$ cat config.mk
export PLATFORM = sky130hd
export DESIGN_NAME = clk_div_multi
export DESIGN_NICKNAME = d
export VERILOG_FILES = /design/src/rtl/clk_div_multi.sv
export SDC_FILE = /design/constraint.sdc
export NUM_CORES = 1
export LEC_CHECK = 0
export CORE_UTILIZATION = 53
export CTS_CLUSTER_DIAMETER = 150
export DETAILED_ROUTE_END_ITERATION = 10
export GPL_ROUTABILITY_DRIVEN = 0
export PLACE_DENSITY = 0.71
export RECOVER_POWER = 50
export SYNTH_ARGS = -nofsm -noshare
export SYNTH_HDL_FRONTEND = slang
export SYNTH_SLANG_ARGS = --single-unit
$ cat constraint.sdc
create_clock -name clk -period 7.3 [get_ports clk]
set_input_delay 1.46 -clock clk [delete_from_list [all_inputs] [get_ports clk]]
set_output_delay 1.46 -clock clk [all_outputs]
set_load 0.005 [all_outputs]
$ cat src/rtl/clk_div_multi.sv
// ============================================================================
//  Module      : clk_div_multi
//  Description : Multi-channel programmable clock divider / tick generator.
//                Each channel produces a 50 % duty divided clock and a
//                one-cycle tick on every toggle. New half-periods are staged
//                in a shadow register while running and take effect at the
//                terminal count. A sync pulse realigns all channels.
//  Revision    : 1.0 - initial release
// ============================================================================
`default_nettype none

module clk_div_multi #(
  parameter int NUM_CH       = 2,
  parameter int CNT_W        = 32,
  parameter int DEFAULT_HALF = 25_000_000,
  parameter int CH_W         = (NUM_CH > 1) ? $clog2(NUM_CH) : 1
) (
  input  logic              clk,
  input  logic              reset,
  input  logic [NUM_CH-1:0] en,
  input  logic              sync,
  input  logic              wr_en,
  input  logic [CH_W-1:0]   wr_ch,
  input  logic [CNT_W-1:0]  wr_data,
  output logic [NUM_CH-1:0] clock_out,
  output logic [NUM_CH-1:0] tick,
  output logic [NUM_CH-1:0] pending
);

  localparam logic [CNT_W-1:0] C_DEFAULT_HALF = CNT_W'(DEFAULT_HALF);

  // Writes addressed beyond the last channel are dropped here.
  logic w_wr_valid;
  assign w_wr_valid = wr_en && (int'(wr_ch) < NUM_CH);

  for (genvar gi = 0; gi < NUM_CH; gi++) begin : g_ch
    logic [CNT_W-1:0] r_cnt;
    logic [CNT_W-1:0] r_half;
    logic [CNT_W-1:0] r_shadow;
    logic             r_pend;
    logic             r_out;
    logic             r_tick;
    logic             w_hit;
    logic             w_term;

    assign w_hit  = w_wr_valid && (wr_ch == CH_W'(gi));
    // >= rather than == so a half that shrank below cnt still terminates.
    assign w_term = (r_cnt >= (r_half - CNT_W'(1)));

    // Channel counter, toggle output, tick and half-period staging.
    always_ff @(posedge clk or posedge reset) begin
      if (reset) begin
        r_cnt    <= '0;
        r_half   <= C_DEFAULT_HALF;
        r_shadow <= '0;
        r_pend   <= 1'b0;
        r_out    <= 1'b0;
        r_tick   <= 1'b0;
      end else if (sync || !en[gi]) begin
        // Realign / idle: restart from zero, adopt any new value right away.
        r_cnt  <= '0;
        r_out  <= 1'b0;
        r_tick <= 1'b0;
        if (w_hit) begin
          r_half <= wr_data;
          r_pend <= 1'b0;
        end else if (r_pend) begin
          r_half <= r_shadow;
          r_pend <= 1'b0;
        end
      end else begin
        r_tick <= 1'b0;
        if (r_half == '0) begin
          // Halted: output frozen, counter parked.
          r_cnt <= '0;
        end else if (w_term) begin
          r_cnt  <= '0;
          r_out  <= ~r_out;
          r_tick <= 1'b1;
          if (r_pend) begin
            r_half <= r_shadow;
            r_pend <= 1'b0;
          end
        end else begin
          r_cnt <= r_cnt + CNT_W'(1);
        end
        // A write on the terminal edge is staged after the old shadow is used.
        if (w_hit) begin
          r_shadow <= wr_data;
          r_pend   <= 1'b1;
        end
      end
    end

    assign clock_out[gi] = r_out;
    assign tick[gi]      = r_tick;
    assign pending[gi]   = r_pend;
  end

endmodule

`default_nettype wire

==> results.yml <==
die:
  start_util_pct: 54.3
  fp.dieH_um: 155
  num_io_pins: 45
  die_area_sq_um: 24000
  core.rowCount: 55
  dieWidth_um: 155
  coreArea_sq_um: 22800
sta:
  fin_crit_ps: 5640
  setup_viol: 0
  worst_pin_slew_ps: 2810
  fin_skew_ps: 15.7
  rsz0062_at_grt: "no"
  slew_violations: 139
  fmax_mhz: 177
  fin_setup_tns_ps: 0
  max_slew_margin_pct: -87.3
  hold_viol: 0
  fin_crit_sh_pct: 77.2
  timing.final.ws_setup_ps: 1660
logic_synthesis:
  ys_ff_latch: 198
  yosys_warnings: 0
  synth_fp_nets: 1430
  postSynthAreaPerCell_sq_um: 9.37
  async_flop_share_pct: 100
  netlist_instances: 1321
  syn-cell-area_sq_um: 12400
  ys_seq_area_share_pct: 40.3
  synthDistinctLibCells: 56
  synthFlopType: "dfrtp_1"
  synth_edf_count: 0
grt:
  gr-usage-met3_pct: 3.36
  overflow: 0
  first_global_vias: 9306
  grtUsageMet1_pct: 35.7
  grt_usage_pct: 25.0
  grt_max_degree: 131
  grt_antenna_before_repair: 0
  use_met2_pct: 40.1
  grt_pass1_wl_mm: 47.7
  top_usage_layer: "met2"
place:
  pre_cts_slack_ps: 2220
  port_buffers: 44
  hpwl_mm: 19.3
pwr:
  vdd_drop_max_v: 0.000133
  power.total_w: 0.00308
  p_leak_nw: 5.30
  p_per_area_nw_per_um2: 226
clock_tree:
  clkSlewWorstSetupHoldPaths_ps: 70
  cts_tree: "yes"
  cts_htree_levels: 4
  clock_latency_ps: 450
  clockRootBuffer: "clkbuf_16"
  clk_path_buf_depth: 2
  cts_buffers: 17
  ctsResizeCount: 0
  cts_hold_buf: 0
  cts_setup_buffers: 0
  cts.sinks: 198
worst_setup_path:
  cp_top_family: "buffers and inverters"
  criticalPathCategory: "in -> reg"
  cpMaxStageDelayCell: "clkbuf_1"
  cp_slowest_stage_delay_ps: 1990
  path_max_fanout: 67
  path_buf_inv: 3
  r2r_setup_slack_ps: 1900
  reg2reg_from: "g_ch[0].r_half[2]$_DFFE_PP0P_"
  crit_path_end_kind: "flop"
  worst_ep_arrival_time_ps: 5960
  worstReg2RegEnd: "g_ch[0].r_half[27]$_DFFE_PP0P_"
  reg2regPathDepth: 15
  start_kind: "input port"
  required_ps: 7620
  cp_cell_sequence: "dlygate4sd3_1 -> nand2b_2 -> clkbuf_1 -> nor2_1 -> buf_4 -> mux2_2"
job:
  drv_cap: 3
min_path:
  worstHoldPathType: "reg -> reg"
  worstHoldEndpoint: "g_ch[1].r_shadow[10]$_DFFE_PP0P_"
  holdCritStartpoint: "g_ch[1].r_shadow[10]$_DFFE_PP0P_"
  min_path_cells: 1
status:
  violations: "capacitance limit, slew limit"
  status: "finished, violations left"
routing:
  drtIter0Drc: 671
  drtPass1Iterations: 5
  wl_per_cell_um: 17.3
  drc: 0
  avgViaCountPerCell: 6.01
  vias: 9848
  drt_wl_total_mm: 28.3
  drtAntennaViolNets: 0
cells_and_area:
  final-seq-area_sq_um: 4980
  final_common_cell: "dfrtp_1"
  nFillCells: 1932
  syn_to_final_growth_pct: 10.1
  layout_common_cells: "174 x dfrtp_1, 145 x nand2_1, 110 x nor2_1"
  final_util_pct: 59.8
  antenna-diode-count: 0
  multi_input_area_sq_um: 7000
  nNetsFinal: 1422
  drive_above_1_share_pct: 11.2
kinds of logic (layout without fill, tap and decap cells):
| logic type | Yosys count | in the layout | share of synthesized area [%] |
|---|---|---|---|
| AO/OA/AOI/OAI | 251 | 251 | 13.4 |
| XOR/XNOR | 120 | 120 | 8.49 |
| AND/OR/NAND/NOR | 520 | 520 | 21.5 |
| adder cells (fa/ha/maj) | 70 | 70 | 7.08 |
| multiplexers | 64 | 64 | 5.82 |
| flip-flops | 198 | 198 | 40.3 |
| buffers and inverters | 98 | 103 | 3.41 |
worst max path at each step:
stage | end | start | depth (start not counted)
finish | g_ch[0].r_shadow[26]$_DFFE_PP0P_ | sync | 6
global route | g_ch[0].r_shadow[19]$_DFFE_PP0P_ | sync | 6
CTS | g_ch[0].r_half[27]$_DFFE_PP0P_ | g_ch[0].r_half[2]$_DFFE_PP0P_ | 16
detailed placement | g_ch[0].r_half[28]$_DFFE_PP0P_ | g_ch[0].r_half[2]$_DFFE_PP0P_ | 15
global placement | g_ch[0].r_half[3]$_DFFE_PP0P_ | wr_ch | 7
floorplan | g_ch[0].r_cnt[0]$_DFF_PP0_ | reset | 1
routing by layer:
layer	vias up	share of wire (%)
met1	4887	48
li1	4741	-
met2	196	47
met3	24	3.9
met4	0	0.93
met5	-	0
cell usage after synthesis, types with 29 or more instances:
| master | n | share of area, % |
|---|---|---|
| dfrtp_1 | 174 | 35 |
| nand2_1 | 145 | 4.4 |
| nor2_1 | 110 | 3.3 |
| o21ai_0 | 104 | 4.2 |
| ha_1 | 70 | 7.1 |
| nand3b_1 | 65 | 3.9 |
| mux2_2 | 64 | 5.8 |
| xor2_1 | 63 | 4.5 |
| clkbuf_1 | 62 | 1.9 |
| xnor2_1 | 57 | 4.0 |
| nor3_1 | 53 | 2.1 |
| a211oi_1 | 37 | 2.2 |
| nand3_1 | 37 | 1.5 |
| o22ai_1 | 34 | 1.7 |
| o2111a_1 | 29 | 2.6 |
worst register-to-register path: cells and delay by family (launching register included):
kind	cells	cell delay, ps
simple gates	10	3350
fa+ha+maj	1	320
xor+xnor	1	130
buf+inv	1	550
flops	1	460
compound gates	2	490
where the power goes:
group	internal [W]	switching [W]
combinational	0.000296	0.000275
clock	0.000605	0.000450
sequential	0.00128	0.000173
total	0.00218	0.000898
state kept, by name (all words and copies together), names as in the netlist:
signal,flops
g_ch.r_shadow,64
g_ch.r_half,64
g_ch.r_cnt,64
g_ch.r_pend,2
g_ch.r_tick,2
g_ch.r_out,2
cell type report:
class / count / share of cell area (%)
multi-input cells: 1025 / 51.4
flip-flops and latches: 198 / 36.6
repair buffers: 58 / 3.92
clock buffers: 19 / 3.33
well taps: 313 / 2.87
clock inverters: 13 / 1.50
inverters: 13 / 0.413
per-stage QoR:
| step | instances | hold slack (ps) | instance area (sq um) |
|---|---|---|---|
| after floorplan | 1321 | 468 | 12400 |
| after global placement | 1607 | 478 | 13000 |
| after detailed placement | 1607 | 484 | 13000 |
| after CTS | 1639 | 501 | 13600 |
| after global routing | 1639 | 509 | 13600 |
| final | 1639 | 497 | 13600 |
No activity file was read; power rests on OpenSTA's default activity.
